===== src/rtl/writeback_arbiter_if.sv =====
`default_nettype none
// ============================================================================
// Module   : writeback_arbiter_if
// Brief    : Producer-side request bundle and register-file write port of the
//            writeback arbiter.
// Revision : 1.0
// ============================================================================
interface writeback_arbiter_if #(
    parameter int NCH = 2,
    parameter int W   = 32
);
    logic [NCH-1:0]    in_valid;
    logic [NCH-1:0]    in_ready;
    logic [NCH*W-1:0]  in_data;
    logic [NCH*5-1:0]  in_adr;
    logic [NCH*3-1:0]  in_ext;
    logic [NCH*2-1:0]  in_off;
    logic [NCH*32-1:0] in_pc;
    logic [W-1:0]      reg_write;
    logic [4:0]        regw_adr;
    logic              regw_enable;
    logic [31:0]       W_PC;
    logic [31:0]       pending;

    modport master (
        output in_valid, in_data, in_adr, in_ext, in_off, in_pc,
        input  in_ready, reg_write, regw_adr, regw_enable, W_PC, pending
    );

    modport slave (
        input  in_valid, in_data, in_adr, in_ext, in_off, in_pc,
        output in_ready, reg_write, regw_adr, regw_enable, W_PC, pending
    );
endinterface
`default_nettype wire


===== src/rtl/writeback_arbiter.sv =====
`default_nettype none
// ============================================================================
// Module   : writeback_arbiter
// Brief    : Per-channel writeback FIFOs, round-robin single-port register
//            write with load extension, and per-register in-flight tracking.
// Revision : 1.0
// ============================================================================
module writeback_arbiter #(
    parameter int NCH   = 2,
    parameter int DEPTH = 4,
    parameter int W     = 32
) (
    input  wire logic          clk,
    input  wire logic          reset,
    writeback_arbiter_if.slave bus
);
    localparam int PW = $clog2(DEPTH);
    localparam int CW = (NCH > 1) ? $clog2(NCH) : 1;
    localparam int KW = $clog2(NCH*DEPTH+2);

    logic [NCH-1:0]         w_full;
    logic [NCH-1:0]         w_empty;
    logic [NCH-1:0]         w_push;
    logic [NCH-1:0]         w_pop;
    logic [NCH-1:0][W-1:0]  w_head_data;
    logic [NCH-1:0][4:0]    w_head_adr;
    logic [NCH-1:0][2:0]    w_head_ext;
    logic [NCH-1:0][1:0]    w_head_off;
    logic [NCH-1:0][31:0]   w_head_pc;

    logic                   w_grant_vld;
    logic [CW-1:0]          w_grant;
    logic [CW-1:0]          r_last;

    logic [W-1:0]           w_sel_data;
    logic [2:0]             w_sel_ext;
    logic [1:0]             w_sel_off;
    logic [7:0]             w_byte;
    logic [15:0]            w_half;
    logic [W-1:0]           w_ext_data;

    logic                   r_regw_enable;
    logic [4:0]             r_regw_adr;
    logic [W-1:0]           r_reg_write;
    logic [31:0]            r_w_pc;

    logic [KW-1:0]          r_cnt     [1:31];
    logic [KW-1:0]          w_cnt_nxt [1:31];
    logic [31:0]            w_pending;

    generate
        for (genvar c = 0; c < NCH; c++) begin : g_ch
            logic [PW:0]   r_wr_ptr;
            logic [PW:0]   r_rd_ptr;
            logic [W-1:0]  r_data [DEPTH];
            logic [4:0]    r_adr  [DEPTH];
            logic [2:0]    r_ext  [DEPTH];
            logic [1:0]    r_off  [DEPTH];
            logic [31:0]   r_pc   [DEPTH];

            assign w_empty[c] = (r_wr_ptr == r_rd_ptr);
            assign w_full[c]  = (r_wr_ptr[PW] != r_rd_ptr[PW]) &&
                                (r_wr_ptr[PW-1:0] == r_rd_ptr[PW-1:0]);
            // Zero-address requests complete the handshake but never enqueue.
            assign w_push[c]  = bus.in_valid[c] && !w_full[c] &&
                                (bus.in_adr[c*5 +: 5] != 5'd0);
            assign w_pop[c]   = w_grant_vld && (w_grant == CW'(c));

            always_ff @(posedge clk) begin
                if (reset) begin
                    r_wr_ptr <= '0;
                    r_rd_ptr <= '0;
                end else begin
                    if (w_push[c]) r_wr_ptr <= r_wr_ptr + 1'b1;
                    if (w_pop[c])  r_rd_ptr <= r_rd_ptr + 1'b1;
                end
            end

            always_ff @(posedge clk) begin
                if (w_push[c]) begin
                    r_data[r_wr_ptr[PW-1:0]] <= bus.in_data[c*W +: W];
                    r_adr[r_wr_ptr[PW-1:0]]  <= bus.in_adr[c*5 +: 5];
                    r_ext[r_wr_ptr[PW-1:0]]  <= bus.in_ext[c*3 +: 3];
                    r_off[r_wr_ptr[PW-1:0]]  <= bus.in_off[c*2 +: 2];
                    r_pc[r_wr_ptr[PW-1:0]]   <= bus.in_pc[c*32 +: 32];
                end
            end

            assign w_head_data[c] = r_data[r_rd_ptr[PW-1:0]];
            assign w_head_adr[c]  = r_adr[r_rd_ptr[PW-1:0]];
            assign w_head_ext[c]  = r_ext[r_rd_ptr[PW-1:0]];
            assign w_head_off[c]  = r_off[r_rd_ptr[PW-1:0]];
            assign w_head_pc[c]   = r_pc[r_rd_ptr[PW-1:0]];
        end
    endgenerate

    // Two passes: channels above the last grant first, then wrap to 0..last.
    always_comb begin : p_arb
        w_grant_vld = 1'b0;
        w_grant     = '0;
        for (int c = 0; c < NCH; c++) begin
            if (!w_grant_vld && !w_empty[c] && (CW'(c) > r_last)) begin
                w_grant_vld = 1'b1;
                w_grant     = CW'(c);
            end
        end
        for (int c = 0; c < NCH; c++) begin
            if (!w_grant_vld && !w_empty[c] && (CW'(c) <= r_last)) begin
                w_grant_vld = 1'b1;
                w_grant     = CW'(c);
            end
        end
    end

    assign w_sel_data = w_head_data[w_grant];
    assign w_sel_ext  = w_head_ext[w_grant];
    assign w_sel_off  = w_head_off[w_grant];

    always_comb begin : p_ext
        w_byte = 8'd0;
        case (w_sel_off)
            2'd0:    w_byte = w_sel_data[7:0];
            2'd1:    w_byte = w_sel_data[15:8];
            2'd2:    w_byte = w_sel_data[23:16];
            default: w_byte = w_sel_data[31:24];
        endcase
        w_half = w_sel_off[1] ? w_sel_data[31:16] : w_sel_data[15:0];
        case (w_sel_ext)
            3'd1:    w_ext_data = {{(W-8){1'b0}}, w_byte};
            3'd2:    w_ext_data = {{(W-8){w_byte[7]}}, w_byte};
            3'd3:    w_ext_data = {{(W-16){1'b0}}, w_half};
            3'd4:    w_ext_data = {{(W-16){w_half[15]}}, w_half};
            default: w_ext_data = w_sel_data;
        endcase
    end

    always_ff @(posedge clk) begin
        if (reset) begin
            r_regw_enable <= 1'b0;
            r_regw_adr    <= 5'd0;
            r_reg_write   <= '0;
            r_w_pc        <= 32'd0;
            r_last        <= CW'(NCH-1);
        end else if (w_grant_vld) begin
            r_regw_enable <= 1'b1;
            r_regw_adr    <= w_head_adr[w_grant];
            r_reg_write   <= w_ext_data;
            r_w_pc        <= w_head_pc[w_grant];
            r_last        <= w_grant;
        end else begin
            r_regw_enable <= 1'b0;
            r_regw_adr    <= 5'd0;
            r_reg_write   <= '0;
            r_w_pc        <= 32'd0;
        end
    end

    // A register stays pending from accept until its write cycle has ended.
    always_comb begin : p_cnt
        for (int r = 1; r < 32; r++) begin
            w_cnt_nxt[r] = r_cnt[r];
            for (int c = 0; c < NCH; c++) begin
                if (w_push[c] && (bus.in_adr[c*5 +: 5] == 5'(r)))
                    w_cnt_nxt[r] = w_cnt_nxt[r] + KW'(1);
            end
            if (r_regw_enable && (r_regw_adr == 5'(r)))
                w_cnt_nxt[r] = w_cnt_nxt[r] - KW'(1);
        end
    end

    always_ff @(posedge clk) begin
        for (int r = 1; r < 32; r++) begin
            if (reset) r_cnt[r] <= '0;
            else       r_cnt[r] <= w_cnt_nxt[r];
        end
    end

    always_comb begin : p_pend
        w_pending = 32'd0;
        for (int r = 1; r < 32; r++) begin
            w_pending[r] = (r_cnt[r] != '0);
        end
    end

    assign bus.in_ready    = ~w_full;
    assign bus.regw_enable = r_regw_enable;
    assign bus.regw_adr    = r_regw_adr;
    assign bus.reg_write   = r_reg_write;
    assign bus.W_PC        = r_w_pc;
    assign bus.pending     = w_pending;
endmodule
`default_nettype wire


===== src/flat_wrapper.sv =====
// flat-port wrapper written by rule: the top's interface ports become plain ports
module writeback_arbiter_flat 
#(
    parameter int NCH   = 2,
    parameter int DEPTH = 4,
    parameter int W     = 32
)
  (clk, reset, bus_in_valid, bus_in_data, bus_in_adr, bus_in_ext, bus_in_off, bus_in_pc, bus_in_ready, bus_reg_write, bus_regw_adr, bus_regw_enable, bus_W_PC, bus_pending);
  writeback_arbiter_if #(.NCH(NCH), .W(W)) bus_i ();
  input  wire logic clk;
  input  wire logic reset;
  input wire logic [$bits(bus_i.in_valid)-1:0] bus_in_valid;
  input wire logic [$bits(bus_i.in_data)-1:0] bus_in_data;
  input wire logic [$bits(bus_i.in_adr)-1:0] bus_in_adr;
  input wire logic [$bits(bus_i.in_ext)-1:0] bus_in_ext;
  input wire logic [$bits(bus_i.in_off)-1:0] bus_in_off;
  input wire logic [$bits(bus_i.in_pc)-1:0] bus_in_pc;
  output wire logic [$bits(bus_i.in_ready)-1:0] bus_in_ready;
  output wire logic [$bits(bus_i.reg_write)-1:0] bus_reg_write;
  output wire logic [$bits(bus_i.regw_adr)-1:0] bus_regw_adr;
  output wire logic [$bits(bus_i.regw_enable)-1:0] bus_regw_enable;
  output wire logic [$bits(bus_i.W_PC)-1:0] bus_W_PC;
  output wire logic [$bits(bus_i.pending)-1:0] bus_pending;
  assign bus_i.in_valid = bus_in_valid;
  assign bus_i.in_data = bus_in_data;
  assign bus_i.in_adr = bus_in_adr;
  assign bus_i.in_ext = bus_in_ext;
  assign bus_i.in_off = bus_in_off;
  assign bus_i.in_pc = bus_in_pc;
  assign bus_in_ready = bus_i.in_ready;
  assign bus_reg_write = bus_i.reg_write;
  assign bus_regw_adr = bus_i.regw_adr;
  assign bus_regw_enable = bus_i.regw_enable;
  assign bus_W_PC = bus_i.W_PC;
  assign bus_pending = bus_i.pending;
  writeback_arbiter #(.NCH(NCH), .DEPTH(DEPTH), .W(W)) u_core (.clk(clk), .reset(reset), .bus(bus_i));
endmodule

===== config.mk =====
export PLATFORM = sky130hd
export DESIGN_NAME = writeback_arbiter_flat
export DESIGN_NICKNAME = d
export VERILOG_FILES = /design/src/rtl/writeback_arbiter_if.sv /design/src/rtl/writeback_arbiter.sv /design/src/flat_wrapper.sv
export SDC_FILE = /design/constraint.sdc
export NUM_CORES = 1
export LEC_CHECK = 0
export CAP_MARGIN = 20
export CORE_ASPECT_RATIO = 0.75
export CORE_MARGIN = 1
export CORE_UTILIZATION = 55
export DETAILED_ROUTE_END_ITERATION = 16
export DONT_BUFFER_PORTS = 1
export PLACE_DENSITY = 0.72
export SYNTH_ARGS = -nofsm -noshare
export SYNTH_HDL_FRONTEND = slang
export SYNTH_SLANG_ARGS = --single-unit

===== constraint.sdc =====
create_clock -name clk -period 7.6 [get_ports clk]
set_input_delay 1.14 -clock clk [delete_from_list [all_inputs] [get_ports clk]]
set_output_delay 1.14 -clock clk [all_outputs]
set_load 0.05 [all_outputs]

==> impl_summary.md, run 1 <==
Status
The run finished with clean final reports.

Min path
The cell depth of the worst min-delay path is 2. The worst hold path startpoint is u_core.g_ch[1].r_rd_ptr[1]. The min-delay analysis places its worst path in the category reg -> reg.

Yosys
The gate count of the mapped netlist is 2769. Yosys printed 0 warnings. The number of register bits inferred by synthesis is 803.

Yosys mapped the design onto 93 distinct sky130hd cell types. A synthesized cell averages 13.7 um^2. For this run, the register share of the synthesized area comes to 57.8%. The async set or reset register ratio after synthesis is 0%.

The mapped cell area is 0.0380 mm^2. Among all flip-flop cells after synthesis, the most frequent one is edfxtp_1. When the netlist entered floorplanning its net count stood at 3055. The synthesized design contains 592 enable-type register cells.

Detailed routing
After detailed routing, the average wire length per cell comes to 24.7 um. In the routed layout, each cell is associated on average with a via count of 6.24. The number of iterations in the first detailed-routing pass is 7. In this run, the number of DRC markers left after iteration 0 of detailed routing was 1874.

The routed wire length is 92200 um. Once detail routing completed, the nets flagged for antenna violations numbered 0. For this run, design rule violations remaining after detail routing come to 0.

Detailed routing inserted a total of 23.3k vias.

Layout
From synthesis to final layout, the design area changed by 9.92%. The number of nets in the finished design is 3060. The layout has 5014 filler cells. The area of all placed cells without fillers is 0.0418 mm^2. The core occupancy in the finished layout is 61.1%.

The fraction of layout cells with a size suffix above 1 is 15.8%.

CTS
After clock tree synthesis, the repair step resized 0 gates. The CTS root buffer is clkbuf_16. TritonCTS built the clock tree. At the later pin of the worst-skew pair, clock insertion delay measures 0.65 ns. Clock-pin slew was measured on the worst setup and hold paths at 0.06 ns. Counting along the longest clock path gives a buffer depth of 3. The number of clock buffers added by TritonCTS is 79. Hold repair after CTS inserted 0 buffers. In this run the number of H-tree levels came out at 3.

Buffers added to address setup during post-CTS repair amount to 0. CTS saw 803 sinks.

Placed design
The post-detailed-placement cell area is 0.0391 mm^2. The wire-length estimate of the detail-placed layout is 60500 um. OpenSTA, run right after detailed placement, puts the worst setup slack at 3.39 ns. The placer congestion estimate is 0.895. The count of buffers from port buffering is 0.

Floorplanning
The full die area is 0.0702 mm^2. In this run the standard cell core region covers 0.0684 mm^2. The effective utilization at floorplan is 55.6%.

The number of placed I/O pins is 256. Measured along the x axis, the die boundary spans 306 um. Row generation in the floorplan step produced 83 rows. In this run the vertical extent of the chip is 230 um.

Timing
The final max-slew violation count is 0. Clock skew on the completed layout was measured at 0.0288 ns. The headroom to the max-slew limit is 24.5%. The setup TNS after final layout is 0 ns. In the finished design, the share of the clock period the worst path needs comes to 52.9%. Setup repair after global routing left no endpoint under its margin.

The maximum frequency from static timing analysis is 249 MHz. The transition time at the pin with the least slew margin is 1.11 ns. The count of final setup violators is 0. The least setup slack across all paths after layout is 3.58 ns. The worst path needs 4.02 ns of the cycle, external delays included.

The total count of hold-check failures in the final report came to 0.

Power
The highest ir drop seen on vdd is 0.358 mV. For this design the ratio of total power to cell area is 316 mW/mm^2. The standby leakage power is 14.9 nW.

GRT
The global-route wire length before repair is 140000 um. For this run the aggregate overflow at the end of global routing stands at 0. The total routing resource utilization after global routing is 26.2%. The number of global-route vias before repair is 23.5k. The pin count of the biggest net entering global routing is 143. The initial antenna violation count was 1.

Setup path
The endpoint kind of the worst setup timing path is a register. For the worst setup path, the data arrival time is 4.50 ns. The startpoint class of the critical path is a register.

The data required time at the worst endpoint is 8.08 ns. The maximum fanout encountered on the critical timing path is 45. The setup path with the least slack is of type reg -> reg. Counting cells, the worst reg-to-reg path comes to 8.

Job
The count of maximum capacitance violations is 0.
==> final cells by class <==
cell class	instances	area [um^2]	share of cell area (%)
Sequential cell	803	22000	52.6
Clock buffer	108	2200	5.25
Multi-Input combinational cell	1747	15200	36.4
Tap cell	892	1120	2.67
Clock inverter	39	551	1.32
Timing Repair Buffer	38	303	0.724
Antenna cell	1	2.50	0.00598
Inverter	105	394	0.942
==> through the flow <==
stage	std cells	power, mW	hold slack [ns]
after floorplan	2769	8.20	0.503
after global placement	3582	9.09	0.507
after detailed placement	3584	9.17	0.522
after CTS	3731	13.2	0.537
after global routing	3732	13.7	0.543
final	3733	13.2	0.537
==> worst paths after layout <==
path                                end  slack (ns)
max            u_core.bus.reg_write[15]        3.58
min          u_core.g_ch[1].r_rd_ptr[1]        0.54
max reg2reg    u_core.bus.reg_write[15]        3.58
min reg2reg  u_core.g_ch[1].r_rd_ptr[1]        0.54
==> power breakdown <==
part           internal, mW  leakage (nW)  switching, mW  total, mW
registers              5.09          7.15          0.656       5.74
logic                  1.29          6.39           2.09       3.38
clock network          2.37          1.32           1.72       4.09
==> registers in the layout, indices dropped and copies added, names as in the netlist, named ones only <==
name,cells
u_core.bus.regw_enable,1
u_core.bus.W_PC,32
u_core.bus.reg_write,32
u_core.r_last,1
u_core.g_ch.r_adr,40
u_core.bus.regw_adr,5
u_core.g_ch.r_pc,256
u_core.g_ch.r_data,256
u_core.g_ch.r_off,16
u_core.g_ch.r_rd_ptr,6
u_core.g_ch.r_wr_ptr,6
u_core.g_ch.r_ext,24
u_core.r_cnt,124
==> cells by family after synthesis <==
group                      Yosys count  share of synthesized area (%)
DFF                                803                           57.8
and+or+nand+nor                    780                           9.92
AOI/OAI and AO/OA                  284                           5.77
xor gates and xnor gates           276                           7.45
muxes                              272                           12.2
buffers and inverters              219                           2.36
adders and majority gates          134                           4.41
other                                1                        0.00986
==> synthesized netlist by cell type, types with 25 or more instances <==
library cell	n	area, um^2
mux4_2	148	3330
nand3_1	95	475
ha_1	134	1680
o21ai_0	40	200
clkbuf_1	72	270
buf_2	28	140
xor2_1	78	683
mux2i_1	66	661
inv_1	104	390
nand2_1	241	905
nand4_1	43	269
nor3_1	25	125
xnor2_1	166	1450
mux2_2	57	642
a21oi_1	77	385
dfxtp_1	211	4220
nor2_1	207	777
edfxtp_1	592	17800
nand2b_1	27	169
==> placed cells by master, fill, tap and decap left out, types with 9 or more instances in the layout <==
master and n:
buf_4 35, clkbuf_1 18, nand3_1 95, and3_1 15, or3b_2 11, inv_1 104, clkbuf_8 11, a211oi_1 18
edfxtp_1 592, mux2_2 57, o211ai_1 13, and2_1 12, nand4_1 43, mux2i_1 66, mux4_2 148, nor2_1 206
nor2b_1 15, ha_1 134, nor4_1 9, a311oi_2 12, or3_1 12, o21ai_0 40, dfxtp_1 207, nand2b_1 27
a31oi_1 19, nand2_1 240, a21oi_1 77, a21o_1 12, nand4b_1 9, o21bai_1 9, xnor2_1 165, xnor3_1 20
bufinv_16 9, nor3_1 25, clkbuf_16 79, xor2_1 77
==> worst max-delay path, cell delays in order, from the launching register on <==
cell       delay (ns)
dfxtp_4          0.89
buf_4            0.59
mux4_2           0.43
nor2b_1          0.16
a2111oi_0        0.77
nor4bb_1         0.17
or2_1            0.30
o221ai_2         0.39
a221oi_1         0.13
==> layer usage <==
metal	GRT usage, %	share of wire (%)	vias to the layer above
met3	7.12	9.2	177
met4	8.53	2.9	0
met1	34.9	41	11800
met2	41.8	47	951
met5	0	0	-
li1	-	-	10400
Note: power is estimated with default switching activity, not from simulation.
==> run 2, diff against run 1 <==
PLACE_DENSITY = 0.75   (was 0.72)
clock period = 3.5 ns   (was 7.6 ns; I/O delays follow)
==> run 2 against run 1 <==
Against the previous run: cell count increased by 5.8%; setup slack got worse by 3.5 ns; clock power increased by 110%; critical path type unchanged; sequential power increased by 110%; routed wire length increased by 4.1%; die area unchanged; final area increased by 5.0%; flip-flop and latch count unchanged; highest routed layer is now met5.
==> impl_summary.md, run 2 (synthesis results as in run 1) <==
Setup path
The maximum fanout encountered on the critical timing path was 7 (-84%). The worst setup path is launched from a register. The arrival time of data at the critical path endpoint is 3.89 ns (-0.61 ns). The data required time at the worst endpoint is 4.02 ns (-4.06 ns). The worst reg-to-reg setup slack is 0.13 ns (-3.45 ns). The endpoint kind of the worst setup timing path is a register. The worst-case reg-to-reg path depth was 11 (+3). The worst flop-to-flop path endpoint is u_core.r_cnt[0][7]. The critical path is of the reg -> reg type. The startpoint of the worst-slack reg-to-reg timing path is u_core.g_ch[0].r_wr_ptr[1].

Layout
The area taken by flip-flops and latches is 0.0220 mm^2 (about the same). The fraction of layout cells with a size suffix above 1 came to 16.7% (+0.85 points). The area of all placed cells without fillers is 0.0439 mm^2 (+5.0%). The final instance count without filler cells came to 3948 (+5.8%). The multi-input gate area in the final layout is 0.0153 mm^2 (+0.37%). The number of fillers in the final layout is 4795 (-4.4%). In the layout the commonest cells are edfxtp_1 (592), nand2_1 (240), nor2_1 (206), dfxtp_1 (206), xnor2_1 (165). The number of nets in the finished design is 3270 (+6.9%). The most common library cell in the layout ignoring fill and taps is edfxtp_1. The core occupancy in the finished layout came to 64.2% (+3.1 points). Compared with the post-synthesis result, the final layout area differs by 15.4%.

Power
The net switching power of the design came to 9.91 mW (+120%). The highest ir drop seen on vdd came to 0.643 mV (+79%). The ratio of total power to cell area is 663 mW/mm^2 (+110%). The clock power share was 29.9% (-1.1 points). The sequential fraction of design power was 42.2% (-1.3 points). The standby leakage power was 15.8 nW (+6.3%). The fraction of power spent switching nets is 34.0% (+0.23 points). The relative contribution of combinational cells to total power was 27.9% (+2.3 points). The power after layout was 29.1 mW (+120%). The cell internal power dissipation is 19.2 mW (+120%).

Timing
The clock skew is 0.0265 ns (-0.00236 ns). The transition time at the pin with the least slew margin is 0.995 ns (-0.119 ns). The headroom to the max-slew limit was 33.2% (+8.6 points). The total count of hold-check failures in the final report is 0 (unchanged). Setup repair after global routing could not meet its margin everywhere.

The tightest hold margin came to 0.0292 ns (-0.508 ns). The post-route minimum period is 3.37 ns (-0.645 ns). The maximum frequency from static timing analysis was 296 MHz (+19%). The final critical-path share of the clock period is 96.4% (+43 points). The count of final setup violators is 0 (unchanged). The final max-slew violation count is 0 (unchanged).

CTS
The number of setup buffers added after CTS came to 0 (unchanged). The clock-pin slew on the worst setup and hold paths is 0.06 ns (about the same). The maximum level of the CTS H-tree is 3 (unchanged). The total number of clock tree sinks was 803 (unchanged).

The number of buffers created by CTS was 77 (-2.5%). The TritonCTS clock tree is done. The maximum number of buffers from clock root to sink is 3 (unchanged). The CTS root buffer is clkbuf_16.

The clock latency of the later-clocked register in the worst-skew pair is 0.65 ns (about the same).

Floorplanning
The effective utilization at floorplan was 55.6% (unchanged). The area of the placeable core came to 0.0684 mm^2 (unchanged). The number of placed I/O pins is 256 (unchanged).

The height of the die came to 230 um (unchanged). The full die area was 0.0702 mm^2 (unchanged). The row count is 83 (unchanged). The overall die width was 306 um (unchanged).

GRT
The pin count of the biggest net entering global routing came to 76 (-47%). The initial antenna violation count came to 8 (+7). The global-route wire length before repair came to 146000 um (+4.7%). The number of global-route vias before repair is 24.7k (+5.0%). The total routing resource utilization after global routing is 27.4% (+1.2 points). The total congestion overflow after global routing is 0 (unchanged).

Detailed routing
The DRC violation total after the first TritonRoute iteration is 2265 (+21%). The routed wire length is 96000 um (+4.1%). The routed via count divided by cell count is 6.14 (-1.6%). The DRC violation count after routing came to 0 (unchanged).

The final antenna-violating net count is 0 (unchanged). The wire length per cell after detailed routing is 24.3 um (-1.6%). The total via count after detailed routing is 24.2k (+4.1%). The number of iterations in the first detailed-routing pass is 6 (-1).

Min path
The end point of the most critical hold path is u_core.r_last. The path type of the worst min-delay path is in -> reg. The cell depth of the worst min-delay path was 1 (-1).

The startpoint identified for the worst hold timing path is reset.

Status
The run finished with clean final reports.

Placed design
The instance count after placement with tap cells included is 3642 (+1.6%). The detailed placer's ending HPWL is 63000 um (+4.3%). The count of buffers from port buffering came to 0 (unchanged).

The post-detailed-placement cell area is 0.0396 mm^2 (+1.5%). The placer congestion estimate was 0.888 (-0.76%).

Job
The count of maximum capacitance violations is 0 (unchanged).
run 2: changes by cell type in the layout (fill, tap and decap cells not counted), moves of 6 or more:
cell           previous run  this run
diode_2                   1         7
clkinv_1                  7        13
dlygate4sd3_1             0       150
buf_4                    35        81
buf_12                    0        14
clkbuf_8                 11         5
run 2: metal layers:
layer	vias up	part of all wire (%)	GRT usage, %
met5	-	0.014	0
met3	146	8.1	5.64
met2	991	48	44.4
met1	12300	42	37.5
met4	2	2.4	7.93
li1	10800	-	-
run 2: stage by stage:
| step | worst slack, ns | TNS (ns) |
|---|---|---|
| 2_1_floorplan | 0.267 | 0 |
| 3_3_place_gp | 0.328 | 0 |
| 3_5_place_dp | 0.166 | 0 |
| 4_1_cts | 0.116 | 0 |
| 5_1_grt | -0.0164 | -0.0195 |
| 6_report | 0.127 | 0 |
run 2: how the worst max path moves through the flow:
stage	from	slack [ns]	cells past startpoint	to
2_1_floorplan	bus_in_adr[3]	0.27	13	u_core.r_cnt[0][15]
3_3_place_gp	bus_in_adr[2]	0.33	9	u_core.r_cnt[1][53]
3_5_place_dp	u_core.g_ch[0].r_wr_ptr[0]	0.17	10	u_core.r_cnt[1][53]
4_1_cts	u_core.g_ch[0].r_wr_ptr[0]	0.12	10	u_core.r_cnt[1][53]
5_1_grt	u_core.g_ch[0].r_rd_ptr[0]	-0.02	13	u_core.r_cnt[0][50]
6_report	u_core.g_ch[0].r_wr_ptr[1]	0.13	11	u_core.r_cnt[0][7]
run 2: area by class of cell:
class	instances	share of cell area, %
Tap cell	892	2.54
Inverter	105	0.897
Timing Repair Buffer	250	5.56
Clock buffer	99	4.79
Sequential cell	803	50.1
Multi-Input combinational cell	1747	34.8
Antenna cell	7	0.0399
Clock inverter	45	1.21
run 2: power by group through the flow:
stage	combinational, mW	sequential (mW)	clock (mW)
after floorplan	5.55	12.3	0
after CTS	8.04	12.3	8.78
after global placement	7.61	12.4	0
final	8.13	12.3	8.71
after detailed placement	7.73	12.5	0
after global routing	8.71	12.3	9.17
run 2: timing repair:
| action | CTS | global route |
|---|---|---|
| endpoints found under the setup margin | 0 | 9 |
| gates resized for setup | 0 | 8 |
| hold buffers | 150 | 2 |
| endpoints found under the hold margin | 649 | 1 |
run 2: worst max-delay path, stage by stage (launching register included):
cell and delay [ns]:
dfxtp_1 0.41, xnor2_2 0.57, a311oi_4 0.25, nand2_1 0.21
mux2i_1 0.30, inv_1 0.09, ha_1 0.31, nor2_1 0.20
mux2i_1 0.13, a2111oi_1 0.55, xnor2_1 0.17, nor2_1 0.05
==> RTL change: new RTL, flow settings as in run 1 <==
`DEPTH` is set to 4 in 2 places; all go to 2.
--- a/src/rtl/writeback_arbiter.sv
+++ b/src/rtl/writeback_arbiter.sv
@@ -8,5 +8,5 @@
 module writeback_arbiter #(
     parameter int NCH   = 2,
-    parameter int DEPTH = 4,
+    parameter int DEPTH = 2,
     parameter int W     = 32
 ) (
--- a/src/flat_wrapper.sv
+++ b/src/flat_wrapper.sv
@@ -3,5 +3,5 @@
 #(
     parameter int NCH   = 2,
-    parameter int DEPTH = 4,
+    parameter int DEPTH = 2,
     parameter int W     = 32
 )
Function: not settled (the Yosys comparison gave no result); the edit may change what the design does.
==> RTL change against run 1 <==
- sequential cell count shrank 333
- setup slack gained 58 ps
- synthesized cell count shrank 29%
- routed wire length shrank 39%
- area after synthesis shrank 39%
- design area shrank 39%
- sequential share of layout area shrank 4.1 points
- total power shrank 30%
- maximum frequency grew 1.5%
- critical endpoint is now u_core.bus.reg_write[30]
==> RTL change: results (changes against run 1) <==
* Status: complete, no violations
* Insertion delay to the later sink of the worst-skew pair at 580 ps (-70 ps)
* Wl on met1 at 24120 µm (-37%)
* Seq/Total Area, Yosys at 52.94% (-4.9 points)
* Proportion of synthesized area in mux cells at 12.02% (-0.22 points)
* Commonest cells in the synthesized netlist: 296 x edfxtp_1, 177 x nor2_1, 174 x dfxtp_1
* Nets at 2229 (-27%)
* Length of routed met3 wiring at 5561 µm (-34%)
* Syn Nets at 2250 (-26%)
* Number of fillers in the final layout at 3230 (-36%)
* Final GP Congestion at 0.9075 (+1.4%)
* CP max FO at 36 (-20%)
* Total met2 wirelength after detailed routing at 25040 µm (-42%)
* First-pass GRT wire length at 84750 µm (-39%)
* CTS Buf Count at 47 (-41%)
* Post-Route Skew at 31.20 ps (+2.369 ps)
* Global-route total usage across every layer at 25.74% (-0.45 points)
* Part of the total power dissipated in combinational logic at 32.5% (+6.9 points)
* Wirelength, routed at 56020 µm (-39%)
* Number of H-tree levels at 2 (-1)
* Max VDD drop at 0.3078 mV (-14%)
* Detailed-routing iteration count for the pre-antenna-repair pass at 5 (-2)
* Highest Signal Layer: met4
* Sequential power share at 42.3% (-1.2 points)
* Leakage dissipation at 9.111 nW (-39%)
* GRT met3 Usage at 7.767% (+0.65 points)
* Count of flip-flops with a built-in enable after synthesis at 296 (-50%)
* Top cells by area, synth: edfxtp_1 38%, dfxtp_1 15%, mux2i_1 6.7%
* Count of vias placed by the detailed router at 14960 (-36%)
* Number of global-route vias before repair at 14440 (-39%)
* Number of input and output port buffers inserted at 0 (unchanged)
* Global-route met2 utilization at 39.58% (-2.2 points)
* Share of synthesized cell area in full adder, half adder and majority cells at 6.639% (+2.2 points)
* Fraction of synthesized cell area in xor and xnor cells at 7.704% (+0.25 points)
* Detailed router's first-iteration violation count at 1116 (-40%)
* Number of antenna violations at the first check in global routing at 3 (+2)
* Maximum number of pins on one net before global-route repair at 106 (-26%)
* Share of final-layout standard cells stronger than drive strength 1 at 11.04% (-4.8 points)
* Net Sw Power at 0.003689 W (-17%)
* Compound-cell area share of the yosys netlist at 7.105% (+1.3 points)
* Detailed Place HPWL at 39080 µm (-35%)
* Met1 track utilization from global routing at 35.29% (+0.38 points)
* Data arrival at the endpoint of the critical path at 4380 ps (-120 ps)
* Count of unique library cells instantiated by Yosys at 58 (-38%)
==> RTL change: per-stage QoR <==
stage / hold slack, ps / instances / instance area [µm²] / power, W / setup slack, ps
5_1_grt: 582.5 / 2557 / 25470 / 0.009647 / 3404
3_5_place_dp: 545.5 / 2464 / 23890 / 0.006915 / 3354
6_report: 563.0 / 2557 / 25470 / 0.009257 / 3640
3_3_place_gp: 508.8 / 2464 / 23890 / 0.006847 / 3501
2_1_floorplan: 496.2 / 1974 / 23370 / 0.006125 / 2212
4_1_cts: 560.8 / 2552 / 25450 / 0.009243 / 3739
==> RTL change: worst paths after layout <==
path	from	end	slack, ps	cells after the start
min	u_core.r_last	u_core.r_last	560	1
max	u_core.g_ch[1].r_wr_ptr[1]	u_core.bus.reg_write[30]	3640	6
min reg2reg	u_core.r_last	u_core.r_last	560	1
max reg2reg	u_core.g_ch[1].r_wr_ptr[1]	u_core.bus.reg_write[30]	3640	6
==> RTL change: cell type report <==
cell class	count	area, µm²	area share [%]
antenna	4	10.01	0.03929
clock buffer	59	1261	4.951
clock inverter	29	297.8	1.169
inverter	77	289.0	1.135
multi-input combinational	1341	10410	40.87
sequential	470	12380	48.60
tap	561	701.9	2.756
timing repair buffer	16	123.9	0.4863
==> RTL change: kinds of logic (layout without fill, tap and decap cells) <==
logic type	Yosys count	count (layout)
multiplexers	246	246
AO/OA/AOI/OAI	230	230
other	1	5
AND/OR/NAND/NOR	537	537
adder cells (fa/ha/maj)	124	124
buffers and inverters	163	181
XOR/XNOR	203	203
flip-flops	470	470
==> RTL change: worst max-delay path, stage by stage, from the launching register on <==
cell	delay (ps)
dfxtp_1	350
xnor2_2	470
nand2_1	530
nand2_2	840
mux2i_4	960
nor3_1	190
a211oi_1	470
